[src/rtl/manchester_xmit_frame.sv]
// Parametrised Manchester transmitter: word-at-a-time source handshake in,
// Manchester-encoded line (txd/txen) out, with optional preamble and idle tail.
module manchester_xmit_frame #(
  parameter int CLK_RATE      = 100000000,
  parameter int BIT_RATE      = 50000,
  parameter int DATA_WIDTH    = 8,
  parameter int MSB_FIRST     = 0,
  parameter int IEEE_POL      = 0,
  parameter int PREAMBLE_BITS = 8,
  parameter int IDLE_BITS     = 2
) (
  input  logic                  clk,
  input  logic                  rst,
  input  logic                  valid,
  input  logic [DATA_WIDTH-1:0] data,
  output logic                  rdy,
  output logic                  txd,
  output logic                  txen,
  output logic                  frame_done
);

  localparam int HALF     = CLK_RATE / (2 * BIT_RATE);
  localparam int TW       = $clog2(HALF) + 1;
  localparam int BW       = $clog2(DATA_WIDTH) + 1;
  localparam int PRE_MAX  = (PREAMBLE_BITS > 0) ? PREAMBLE_BITS : 1;
  localparam int PW       = $clog2(PRE_MAX) + 1;
  localparam int IDLE_CYC = IDLE_BITS * 2 * HALF;
  localparam int IDL_MAX  = (IDLE_CYC > 0) ? IDLE_CYC : 1;
  localparam int IW       = $clog2(IDL_MAX) + 1;

  localparam logic [TW-1:0] HALF_LAST = TW'(HALF - 1);
  localparam logic [BW-1:0] BIT_LAST  = BW'(DATA_WIDTH - 1);
  localparam logic [PW-1:0] PRE_LAST  = PW'(PRE_MAX - 1);
  localparam logic [IW-1:0] IDL_LAST  = IW'(IDL_MAX - 1);
  localparam logic          POL       = (IEEE_POL != 0);

  typedef enum logic [2:0] {
    IDLE       = 3'd0,
    PREAMBLE_A = 3'd1,
    PREAMBLE_B = 3'd2,
    DATA_A     = 3'd3,
    DATA_B     = 3'd4,
    IDLE_TX    = 3'd5
  } state_t;

  state_t                  state_q, state_d;
  logic [TW-1:0]           tmr_q, tmr_d;
  logic [BW-1:0]           bit_q, bit_d;
  logic [PW-1:0]           pre_q, pre_d;
  logic [IW-1:0]           idl_q, idl_d;
  logic [DATA_WIDTH-1:0]   shreg_q, shreg_d;
  logic                    txd_q, txd_d;
  logic                    txen_q, txen_d;
  logic                    frame_done_q, frame_done_d;
  logic                    half_end;
  logic                    pre_bit;
  logic                    dat_bit;

  // Handshake: a word is taken on any clk edge where valid && rdy; rdy is
  // high in IDLE, IDLE_TX and on the final cycle of the last data half-bit.
  // valid without rdy is ignored, nothing is queued.
  always_comb begin
    state_d  = state_q;
    tmr_d    = tmr_q;
    bit_d    = bit_q;
    pre_d    = pre_q;
    idl_d    = idl_q;
    shreg_d  = shreg_q;
    rdy      = 1'b0;
    half_end = (tmr_q == HALF_LAST);

    case (state_q)
      IDLE, IDLE_TX: begin
        rdy   = 1'b1;
        tmr_d = '0;
        if (valid) begin
          shreg_d = data;
          bit_d   = '0;
          pre_d   = '0;
          idl_d   = '0;
          state_d = (PREAMBLE_BITS > 0) ? PREAMBLE_A : DATA_A;
        end else if (state_q == IDLE_TX) begin
          if (idl_q == IDL_LAST) begin
            idl_d   = '0;
            state_d = IDLE;
          end else begin
            idl_d = idl_q + IW'(1);
          end
        end
      end
      PREAMBLE_A, DATA_A: begin
        tmr_d = half_end ? '0 : tmr_q + TW'(1);
        if (half_end) state_d = (state_q == PREAMBLE_A) ? PREAMBLE_B : DATA_B;
      end
      PREAMBLE_B: begin
        tmr_d = half_end ? '0 : tmr_q + TW'(1);
        if (half_end) begin
          if (pre_q == PRE_LAST) begin
            pre_d   = '0;
            state_d = DATA_A;
          end else begin
            pre_d   = pre_q + PW'(1);
            state_d = PREAMBLE_A;
          end
        end
      end
      DATA_B: begin
        tmr_d = half_end ? '0 : tmr_q + TW'(1);
        if (half_end) begin
          if (bit_q == BIT_LAST) begin
            rdy   = 1'b1;
            bit_d = '0;
            if (valid) begin
              // continuous stream: next word follows with no preamble or gap
              shreg_d = data;
              state_d = DATA_A;
            end else begin
              idl_d   = '0;
              state_d = (IDLE_CYC > 0) ? IDLE_TX : IDLE;
            end
          end else begin
            bit_d   = bit_q + BW'(1);
            shreg_d = (MSB_FIRST != 0) ? (shreg_q << 1) : (shreg_q >> 1);
            state_d = DATA_A;
          end
        end
      end
      default: state_d = IDLE;
    endcase
  end

  // Line outputs are computed from next-state values and registered so the
  // line changes exactly on half-bit boundaries without decode glitches.
  always_comb begin
    pre_bit = ~pre_d[0];
    dat_bit = (MSB_FIRST != 0) ? shreg_d[DATA_WIDTH-1] : shreg_d[0];
    case (state_d)
      PREAMBLE_A: txd_d = pre_bit ^ POL;
      PREAMBLE_B: txd_d = ~(pre_bit ^ POL);
      DATA_A:     txd_d = dat_bit ^ POL;
      DATA_B:     txd_d = ~(dat_bit ^ POL);
      default:    txd_d = 1'b1;
    endcase
    txen_d       = (state_d != IDLE);
    frame_done_d = (state_d == IDLE) && (state_q != IDLE);
  end

  always_ff @(posedge clk) begin
    if (rst) begin
      state_q      <= IDLE;
      tmr_q        <= '0;
      bit_q        <= '0;
      pre_q        <= '0;
      idl_q        <= '0;
      shreg_q      <= '0;
      txd_q        <= 1'b1;
      txen_q       <= 1'b0;
      frame_done_q <= 1'b0;
    end else begin
      state_q      <= state_d;
      tmr_q        <= tmr_d;
      bit_q        <= bit_d;
      pre_q        <= pre_d;
      idl_q        <= idl_d;
      shreg_q      <= shreg_d;
      txd_q        <= txd_d;
      txen_q       <= txen_d;
      frame_done_q <= frame_done_d;
    end
  end

  assign txd        = txd_q;
  assign txen       = txen_q;
  assign frame_done = frame_done_q;

endmodule

[config.mk]
export PLATFORM = sky130hd
export DESIGN_NAME = manchester_xmit_frame
export DESIGN_NICKNAME = d
export VERILOG_FILES = /design/src/rtl/manchester_xmit_frame.sv
export SDC_FILE = /design/constraint.sdc
export NUM_CORES = 1
export LEC_CHECK = 0
export BUFFER_PORTS_ARGS = -buffer_cell sky130_fd_sc_hd__clkbuf_2
export CAP_MARGIN = 15
export CORE_MARGIN = 4
export CORE_UTILIZATION = 45
export CTS_BUF_LIST = sky130_fd_sc_hd__clkbuf_16
export CTS_CLUSTER_DIAMETER = 150
export DETAILED_ROUTE_END_ITERATION = 10
export GPL_TIMING_DRIVEN = 0
export PLACE_DENSITY = 0.72
export SKIP_LAST_GASP = 1
export SYNTH_ARGS = -nofsm -noshare
export SYNTH_HDL_FRONTEND = slang
export SYNTH_SLANG_ARGS = --single-unit
export TNS_END_PERCENT = 10
[constraint.sdc]
create_clock -name clk -period 5.25 [get_ports clk]
set_input_delay 0 -clock clk [delete_from_list [all_inputs] [get_ports clk]]
set_output_delay 0 -clock clk [all_outputs]
set_load 0.01 [all_outputs]
# After elaboration in Yosys (flattened, before gate mapping)
# Index checks and enable logic that the tools add are counted.
# W data, S select, Z words.
# classes
n_addsub	4
multipliers	0
n_div	0
n_lt_le_gt_ge	0
eq_ne	19
shift	0
muxes	36
bitwise	2
reduce_logical	15
# op_table
op	n
$mux W13	6
$mux W3	9
$pmux W13 S2	1
$mux W4	6
$mux W8	3
$pmux W11 S2	1
$pmux W4 S2	2
$pmux W8 S2	1
$add A13 B1 Y13 const B	1
$eq A13 B12 Y1 const B	1
$eq A3 B2 Y1 const B	4
$pmux W3 S4	1
$add A11 B1 Y11 const B	1
$eq A11 B10 Y1 const B	1
$mux W11	1
$ne A2 B2 Y1 const B	5
$eq A3 B3 Y1 const B	3
$add A4 B1 Y4 const B	2
$eq A4 B3 Y1 const B	2
$eq A3 B1 Y1 const B	2
$logic_not A3 Y1	2
$reduce_and A3 Y1	2
$reduce_bool A2 Y1	3
$reduce_bool A3 Y1	2
11 further kinds	14
# word_totals
regBits	46
latch_bits	0
ramBits	0
mem_bits_ro	0
output_inout_bits	4
wordCells	87
mem_count	0

# Depth between registers and ports, before layout
# Gate-level depths: netlist of the first run.
# logic_depth
depth_word	7
ltp_mapped	8

# Least setup slack after synthesis of the first run
# No wires, ideal clock.
# synth_timing
path_kind	reg2reg
startpoint	register tmr_q[4]
endpoint	register txd_q, in the netlist txd
setup_time_ns	0.129
arrival_time_ns	2.278
setup_slack_ns	2.843
stages_incl_launch_ff	7
synth_period_minus_slack_ns	2.407
path_cell_list	dfxtp_1 or4b_4 nor4_2 mux2_2 or3_2 mux2i_1 o211ai_1
# synth_between
elab_chain_cells	5
word_cells_on_any_way	16
classes_between	5 x eq/ne; 9 x mux; 2 x bitwise
# synth_rtl
element	line	rtl
from (decl)	47	logic [TW-1:0] tmr_q, tmr_d;
from (signal assigned)	161	tmr_q <= tmr_d;
$eq A11 B10 Y1 *	70	half_end = (tmr_q == HALF_LAST);
$mux W3 (tied with other cells)	109	if (half_end) begin
$pmux W3 S4 (tied with other cells)	72	case (state_q)
$eq A3 B3 Y1 (tied with other cells)	137	case (state_d)
$pmux W1 S4 *	137	
to (signal assigned)	166	txd_q <= txd_d;
to (decl)	52	logic txd_q, txd_d;
# Every way passes the cells marked *; elsewhere a longest branch is shown, timed or not. The select of a mux whose other input is x is not followed.
# A chain may end at the register's enable or synchronous reset.

# Worst setup path after layout of the first run
# layout_timing
startpoint	register tmr_q[5]
endpoint	register txd_q, in the netlist txd
# Same word-level chain as after synthesis.

==> flow_summary.toml, run 1 <==
[synth]
synth_area_leader_cell = "dfxtp_1"
synth_area_mm2 = 0.00260
syn_area_per_cell_um2 = 8.66
synth_fp_nets = 315
synth_edf_count = 0
synth_seq_cells = 46
ys_types = 66
synth-async-reset-ratio = 0
yosysSeqAreaShare = 0.354
syn_inst = 300
yosysTopAreaCellShare = 0.354
ys.flop_type = "dfxtp_1"
yosys_warnings = 0
netlist_top_cells_area = "dfxtp_1 (35%), nor2_1 (5.6%), a21oi_1 (3.9%), nand2_1 (3.5%), o21ai_0 (2.9%)"

[timing]
rsz0062_at_grt = "no"
finalCritPeriodShare = 0.509
final_hold_viol_count = 0
final.setup_skew_ns = 0.00633
finalSetupViolations = 0
fin_setup_tns_ns = 0
max_freq_mhz = 374
final_max_slew_viol_count = 0
slew_headroom = 0.340
fin_crit_ns = 2.67
worst-slew-pin-transition_ns = 0.988

[placement]
placement.cell_area_mm2 = 0.00275
io_buffers = 12
gp_congestion = 0.871
hpwl_um = 4210

[power_and_ir_drop]
p_leak_uw = 0.00102
vdd_ir_drop_max_mv = 0.155
totalPowerFinal_uw = 717
p_per_area_mw_per_mm2 = 248

[global_route]
gr-usage-all-layers = 0.167
grt_pass1_wl_um = 9800
first_global_vias = 2171
grt_max_degree = 13
overflow = 0
antenna_found_initial = 0

[final_layout]
stdcell_area_mm2 = 0.00289
area_growth_pct = 11.1
drive_above_1_share = 0.157
fin_nets = 335
num_antenna_cells = 0

[setup_path]
crit_arrival_ns = 2.83
cp-end-kind = "flop"
required_ns = 5.40
timing.critical_path.fanout_max = 8
start_kind = "flop"
critPathKind = "flop to flop"

[die]
die_area_mm2 = 0.00706
die_y_um = 84.0
start_util = 0.469
die_x_um = 84.0
core_mm2 = 0.00554
row_count = 27
pin_count = 15

[run]
cap_violations = 0

[clock_network]
cts_tree = "yes"
clk_pin_slew_ns = 0.06
cts_inserted_buffers = 5
clk_path_buf_depth = 2
cts_resized = 0
cts_setup_buffers = 0
htree_levels = 2
insertion_delay_ns = 0.28
cts.sinks = 46
root_buffer = "clkbuf_16"

[outcome]
status = "finished clean"

[route]
totalWireLength_um = 5870
detail_route.wl_per_cell_um = 15.0
drc = 0
vias = 2301
ant_nets = 0
drt_iter0_markers = 151
viasPerCell = 5.88
drt_first_pass_iters = 4

[worst_hold_path]
hold_path_class = "input port to flop"
cells in the mapped netlist (2+ instances only):
master and number:
a311oi_1 5, a31oi_1 4, nand2b_1 2, nand4_1 8
mux2_2 6, a222oi_1 6, o41ai_1 2, o21ai_0 15
or4_1 3, a21oi_1 20, xnor2_1 5, nor4_2 2
o211ai_1 2, and2b_2 2, nand2_2 2, dfxtp_1 46
o31ai_1 2, o21bai_1 2, xor2_1 4, nand3b_1 9
nor3_1 8, or3_1 2, ha_1 4, and2_1 2
o21a_1 2, inv_1 5, nand2_1 24, clkbuf_1 7
nand3_1 7, nor2b_1 3, mux2i_1 3, nor3b_1 2
clkbuf_8 4, nor2_1 39, a211o_1 3, buf_4 2
a32oi_1 2, and3_1 6
critical path: stages (launching register included):
cell	delay, ns
dfxtp_1	0.46
or4b_4	0.56
nor4_2	0.46
mux2_2	0.42
or3_2	0.41
mux2i_1	0.14
o211ai_1	0.10
worst paths after layout:
path,from,endpoint,slack [ns],depth (start not counted)
setup / recovery,tmr_q[5]$_SDFFE_PP0P_,txd$_SDFF_PP1_,2.58,6
hold / removal,data[7],shreg_q[7]$_SDFFE_PP0P_,0.01,3
setup reg to reg,tmr_q[5]$_SDFFE_PP0P_,txd$_SDFF_PP1_,2.58,6
hold reg to reg,bit_q[1]$_SDFFE_PP0P_,bit_q[1]$_SDFFE_PP0P_,0.48,2
cells by family (layout without fill, tap and decap cells):
| kind of cell | after synthesis | after routing | synth area share |
|---|---|---|---|
| DFF | 46 | 46 | 0.354 |
| AOI/OAI and AO/OA | 76 | 76 | 0.207 |
| buffers and inverters | 19 | 38 | 0.0486 |
| adders and majority gates | 4 | 4 | 0.0193 |
| xor gates and xnor gates | 9 | 9 | 0.0303 |
| and+or+nand+nor | 137 | 137 | 0.303 |
| muxes | 9 | 9 | 0.0376 |
metrics by stage:
stage	worst slack [ns]	instances	utilization	hold WS, ns
5_1_grt	2.43	391	0.521	0.0350
3_3_place_gp	2.63	384	0.496	0.232
2_1_floorplan	2.84	300	-	0.192
4_1_cts	2.59	391	0.521	0.00805
3_5_place_dp	2.62	384	0.496	0.234
6_report	2.58	391	0.521	0.0127
cells in the final DEF, fill, tap and decap left out, types with 4 or more instances in the layout:
cell	netlist	routed
xnor2_1	5	5
nand3_1	7	7
clkbuf_8	4	4
nand3b_1	9	9
inv_1	5	5
a222oi_1	6	6
ha_1	4	4
nor2_1	39	39
nand4_1	8	8
and3_1	6	6
o21ai_0	15	15
mux2_2	6	6
clkbuf_2	0	12
xor2_1	4	4
nor3_1	8	8
a31oi_1	4	4
dfxtp_1	46	46
clkbuf_1	7	7
a311oi_1	5	5
a21oi_1	20	20
clkbuf_16	0	5
nand2_1	24	24
timing repair:
item	in CTS	in global routing
endpoints found under the hold margin	2	0
endpoints found under the setup margin	0	0
hold buffers	1	0
where the power goes:
| group | leakage [uW] | switching [uW] | internal [uW] |
|---|---|---|---|
| registers | 0.000373 | 6.17 | 357 |
| logic | 0.000584 | 38.7 | 27.2 |
| clock network | 0.0000632 | 119 | 169 |
state kept, by name, indices dropped and copies added, names as in the netlist:
register,cells
tmr_q,11
idl_q,13
txd,1
pre_q,4
frame_done,1
bit_q,4
state_q,3
shreg_q,8
txen,1
metal layers:
| layer | vias to the layer above | wire [um] | GRT usage |
|---|---|---|---|
| li1 | 1167 | - | - |
| met1 | 1087 | 2880 | 0.219 |
| met2 | 39 | 2720 | 0.265 |
| met3 | 8 | 194 | 0.0395 |
| met4 | 0 | 80 | 0.0629 |
| met5 | - | 0 | 0 |
cell type report:
class	instances	area, um2
plain buffers	14	108
repair buffers	13	70.1
inverters	5	18.8
fillers	530	2650
clock inverters	1	3.75
clock buffers	5	125
well taps	72	90.1
multi-input cells	235	1550
flip-flops and latches	46	921
(Power assumes the default switching activity.)
==> run 2: changes to the inputs <==
--- a/config.mk
+++ b/config.mk
@@ -13,7 +13,7 @@
 export CTS_CLUSTER_DIAMETER = 150
 export DETAILED_ROUTE_END_ITERATION = 10
 export GPL_TIMING_DRIVEN = 0
-export PLACE_DENSITY = 0.72
+export PLACE_DENSITY = 0.74
 export SKIP_LAST_GASP = 1
 export SYNTH_ARGS = -nofsm -noshare
 export SYNTH_HDL_FRONTEND = slang
==> constraint.sdc (replaced) <==
create_clock -name clk -period 2.17 [get_ports clk]
set_input_delay 0 -clock clk [delete_from_list [all_inputs] [get_ports clk]]
set_output_delay 0 -clock clk [all_outputs]
set_load 0.01 [all_outputs]
==> run 2 against run 1 <==
Effect of this change:
- the flow now finishes with violations (negative setup slack)
- fmax increased by 17%
- sequential power increased by 140%
- sequential share of layout area decreased by 1.1 points
- critical path type unchanged
- global-route usage increased by 0.62 points
- non-clock buffer count increased by 7
- first-iteration DRC count decreased by 21%
- setup slack got worse by 2.7 ns
- total power increased by 150%
- largest cell class unchanged
==> flow_summary.toml, run 2 (synthesized netlist as in run 1, its figures left out) <==
[route]
detail_route.wl_per_cell_um = 15.3
drt_iter0_markers = 120
drc = 0
ant_nets = 0
totalWireLength_um = 6120
viasPerCell = 5.98
vias = 2391
drt_first_pass_iters = 5

[outcome]
violations = "negative setup slack"
status = "finished, violations left"

[global_route]
gr-usage-all-layers = 0.173
overflow = 0
grt_pass1_wl_um = 10200
antenna_found_initial = 0
grt_max_degree = 15
first_global_vias = 2136

[die]
pin_count = 15
die_x_um = 84.0
start_util = 0.469
row_count = 27
core_mm2 = 0.00554
die_y_um = 84.0
die_area_mm2 = 0.00706

[power_and_ir_drop]
vdd_ir_drop_max_mv = 0.492
combPwrFrac = 0.096
pwr-share-seq = 0.490
p_leak_uw = 0.00112
p_per_area_mw_per_mm2 = 593
sw_frac_of_total = 0.240
p_sw_uw = 430
clock_power_share = 0.414
p_int_uw = 1360

[timing]
final_max_slew_viol_count = 0
fin_crit_ns = 2.29
finalCritPeriodShare = 1.06
rsz0062_at_grt = "yes"
worst_slack_ns = -0.122
max_freq_mhz = 436
finalSetupViolations = 7
slew_headroom = 0.616
final.setup_skew_ns = 0.00439
fin_setup_tns_ns = -0.342
worst-slew-pin-transition_ns = 0.571
final_hold_viol_count = 0

[clock_network]
root_buffer = "clkbuf_16"
cts_tree = "yes"
clk_pin_slew_ns = 0.06
htree_levels = 2
cts_inserted_buffers = 5
cts.sinks = 46
clk_path_buf_depth = 2
insertion_delay_ns = 0.28

[setup_path]
crit_arrival_ns = 2.49
timing.critical_path.fanout_max = 4
crit_chain = "or4b_4, o311a_1, a211o_1, or2_4, mux2i_1, o211ai_1"
required_ns = 2.37
cp-end-kind = "flop"
start_kind = "flop"
r2r_cells = 6
cpMaxStageDelayCell = "or4b_4"
max_stage_delay_ns = 0.60
critPathKind = "flop to flop"

[final_layout]
fin_nets = 342
final_cell_mix = "dfxtp_1 (40), nor2_1 (39), nand2_1 (24)"
area_growth_pct = 16.2
largest_reg_flops = 13
top_register = "idl_q"
top_regs = "idl_q (13), tmr_q (11), shreg_q (8)"
final_common_cell = "dfxtp_1"
num_antenna_cells = 0
drive_above_1_share = 0.223

[placement]
pre_cts_ws_ns = -0.285
hpwl_um = 4140
io_buffers = 12
gp_congestion = 0.854

[run]
cap_violations = 0

[worst_hold_path]
hold_path_class = "input port to flop"
min_path_cells = 3
run 2: changes by cell type in the layout (fill, tap and decap cells not counted), moves of 2 or more:
cell      previous run  this run
clkbuf_1             7         5
dfxtp_2              0         6
nor4_4               1         3
buf_4                2        10
dfxtp_1             46        40
nor4_2               2         0
run 2: path summary, 6_finish.rpt:
kind	start	slack, ns	end
setup / recovery	tmr_q[10]$_SDFFE_PP0P_	-0.12	txd$_SDFF_PP1_
setup reg to reg	tmr_q[10]$_SDFFE_PP0P_	-0.12	txd$_SDFF_PP1_
hold / removal	data[7]	0.01	shreg_q[7]$_SDFFE_PP0P_
hold reg to reg	bit_q[1]$_SDFFE_PP0P_	0.47	bit_q[1]$_SDFFE_PP0P_
run 2: area by class of cell:
cell class | instances | area, um2
Inverter | 5 | 18.8
Tap cell | 72 | 90.1
Timing Repair Buffer | 21 | 134
Sequential cell | 46 | 928
Fill cell | 511 | 2520
Clock buffer | 5 | 125
Clock inverter | 3 | 17.5
Multi-Input combinational cell | 235 | 1600
Buffer | 13 | 108
run 2: critical path: cells and delay by family, from the launching register on:
family	cells	cell delay (ns)
AOI/OAI and AO/OA	3	0.87
DFF	1	0.34
muxes	1	0.12
and+or+nand+nor	2	0.88
run 2: through the flow:
step                      cell area, um2  hold WS [ns]   util  cells  power, uW
final                               3020        0.0137  0.545    400       1790
after detailed placement            2770         0.236  0.500    384       1050
after global routing                3020        0.0127  0.545    400       1870
after floorplan                     2620         0.192      -    300       1010
after global placement              2770         0.228  0.500    384       1050
after CTS                           2960        0.0119  0.534    396       1800
run 2: what timing repair did:
| item | CTS | global route |
|---|---|---|
| gates resized for setup | 3 | 10 |
| endpoints found under the setup margin | 24 | 26 |
| pin swaps | 1 | 5 |
| buffers inserted | 3 | 4 |
| endpoints found under the hold margin | 2 | 0 |
| hold buffers | 1 | 0 |
| gates cloned | 0 | 1 |
run 2: routing by layer:
metal | track usage | up-vias | wire length [um]
met2 | 0.275 | 50 | 2930
met3 | 0.0355 | 7 | 243
met4 | 0.0468 | 0 | 57
li1 | - | 1177 | -
met1 | 0.238 | 1157 | 2890
met5 | 0 | - | 0
run 2: power groups by stage:
stage                     logic, uW  clock network [uW]  registers (uW)
after floorplan                 116                   0             893
after global placement          154                   0             895
after detailed placement        156                   0             896
after CTS                       165                 760             877
after global routing            191                 795             879
final                           171                 742             877
==> run 3: changes to the inputs <==
--- a/config.mk
+++ b/config.mk
@@ -5,15 +5,15 @@
 export SDC_FILE = /design/constraint.sdc
 export NUM_CORES = 1
 export LEC_CHECK = 0
-export BUFFER_PORTS_ARGS = -buffer_cell sky130_fd_sc_hd__clkbuf_2
 export CAP_MARGIN = 15
 export CORE_MARGIN = 4
 export CORE_UTILIZATION = 45
 export CTS_BUF_LIST = sky130_fd_sc_hd__clkbuf_16
 export CTS_CLUSTER_DIAMETER = 150
 export DETAILED_ROUTE_END_ITERATION = 10
+export DONT_BUFFER_PORTS = 1
 export GPL_TIMING_DRIVEN = 0
-export PLACE_DENSITY = 0.74
+export PLACE_DENSITY = 0.72
 export SKIP_LAST_GASP = 1
 export SYNTH_ARGS = -nofsm -noshare
 export SYNTH_HDL_FRONTEND = slang
==> run 3 against run 2 <==
Effect of this change:
- the flow still finishes with violations (negative setup slack)
- clock power grew 20%
- sequential cell count is the same
- final cell count shrank 2.8%
- critical path depth is the same
- fmax shrank 0.70%
- utilization shrank 0.52 points
- sequential power is essentially flat
- sequential share of layout area grew 0.30 points
- register-to-register slack lost 0.02 ns
- final area shrank 0.95%
- clock-buffer cell count is the same
- largest cell class unchanged
- highest routed layer unchanged
==> flow_summary.toml, run 3 (synthesized netlist as in run 1, its figures left out) <==
[outcome]
status = "finished, violations left"
violations = "negative setup slack"

[timing]
hold_ws_ns = 0.0121
slew_headroom = 0.521
worst-slew-pin-transition_ns = 0.715
worst_slack_ns = -0.138
final_hold_viol_count = 0
final.setup_skew_ns = 0.00551
rsz0062_at_grt = "yes"
fin_crit_ns = 2.31
finalCritPeriodShare = 1.06
finalSetupViolations = 5
max_freq_mhz = 433
final_max_slew_viol_count = 0

[route]
totalWireLength_um = 5980
drc = 0
vias = 2305
viasPerCell = 5.93
drt_iter0_markers = 131
detail_route.wl_per_cell_um = 15.4
ant_nets = 0
drt_first_pass_iters = 5

[final_layout]
top_register = "idl_q"
num_antenna_cells = 0
largest_reg_flops = 13
fin_nets = 331
final_common_cell = "dfxtp_1"
final_cell_mix = "dfxtp_1 (42), nor2_1 (39), nand2_1 (24)"
area_growth_pct = 15.1
utilization = 0.540
multiInputGateArea_mm2 = 0.00160
ff_latch_area_um2 = 928
top_regs = "idl_q (13), tmr_q (11), shreg_q (8)"
nFillCells = 540
drive_above_1_share = 0.180

[setup_path]
startpoint = "tmr_q[10]$_SDFFE_PP0P_"
timing.critical_path.fanout_max = 4
reg2reg_from = "tmr_q[10]$_SDFFE_PP0P_"
r2r_end = "txd$_SDFF_PP1_"
cp-end-kind = "flop"
r2r_setup_slack_ns = -0.14
crit_arrival_ns = 2.47
critPathKind = "flop to flop"
required_ns = 2.34
r2r_cells = 6
start_kind = "flop"

[clock_network]
cts_tree = "yes"
htree_levels = 2
clk_path_buf_depth = 2
cts.sinks = 46
cts_inserted_buffers = 5
insertion_delay_ns = 0.29
root_buffer = "clkbuf_16"
clk_pin_slew_ns = 0.07

[global_route]
first_global_vias = 2213
grt_pass1_wl_um = 10100
overflow = 0
antenna_found_initial = 0
grt_max_degree = 17
gr-usage-all-layers = 0.170

[power_and_ir_drop]
p_per_area_mw_per_mm2 = 643
p_leak_uw = 0.00108
vdd_ir_drop_max_mv = 0.426

[placement]
hpwl_um = 4080
io_buffers = 0
gp_congestion = 0.831

[die]
pin_count = 15
die_y_um = 84.0
die_area_mm2 = 0.00706
die_x_um = 84.0
core_mm2 = 0.00554
row_count = 27
start_util = 0.469

[worst_hold_path]
hold_start = "data[3]"
whs_endpoint = "shreg_q[3]$_SDFFE_PP0P_"
min_path_cells = 3
hold_path_class = "input port to flop"

[run]
cap_violations = 0
## run 3: what timing repair did
item | 4_1_cts | 5_1_grt
buffers inserted | 2 | 5
hold endpoints to repair | 3 | 0
hold buffers | 2 | 0
endpoints found under the setup margin | 25 | 28
resized for setup | 4 | 3
pin swaps | 1 | 3
## run 3: per-stage QoR
step	area (um2)	TNS, ns	setup slack, ns	power (uW)	instances
after floorplan	2620	0	0.0210	1010	300
after global placement	2710	-4.08	-0.265	1040	372
after detailed placement	2710	-5.04	-0.345	1040	372
after CTS	2940	-0.358	-0.170	1940	384
after global routing	2990	-2.86	-0.205	2000	389
final	2990	-0.259	-0.138	1920	389
## run 3: worst max-delay path by stage
stage	to
final	txd$_SDFF_PP1_
after global routing	txd$_SDFF_PP1_
after CTS	txd$_SDFF_PP1_
after detailed placement	idl_q[10]$_SDFFE_PP0P_
after global placement	idl_q[4]$_SDFFE_PP0P_
after floorplan	txd$_SDFF_PP1_
## run 3: metal layers
layer,up-vias,track usage,part of all wire
met5,-,0,0
li1,1162,-,-
met1,1083,0.218,0.47
met4,0,0.0453,0.016
met3,10,0.0395,0.047
met2,50,0.287,0.47
## run 3: worst max-delay path, cell delays in order, from the launching register on
cell and delay, ns:
dfxtp_2 0.34, or4b_4 0.60, o311a_1 0.35, a211o_1 0.31
or2_4 0.28, mux2i_1 0.18, o211ai_1 0.12
## run 3: cell type report
cell class	count	area share
buffer	14	0.0364
clock buffer	5	0.0418
clock inverter	3	0.0163
inverter	5	0.00628
multi-input combinational	235	0.534
sequential	46	0.310
tap	72	0.0301
timing repair buffer	9	0.0243
## run 3: power breakdown
| group | internal, uW | leakage, uW | switching (uW) |
|---|---|---|---|
| combinational | 64.8 | 0.000626 | 92.3 |
| sequential | 861 | 0.000375 | 15.4 |
| clock | 551 | 0.0000819 | 339 |
| total | 1480 | 0.00108 | 446 |
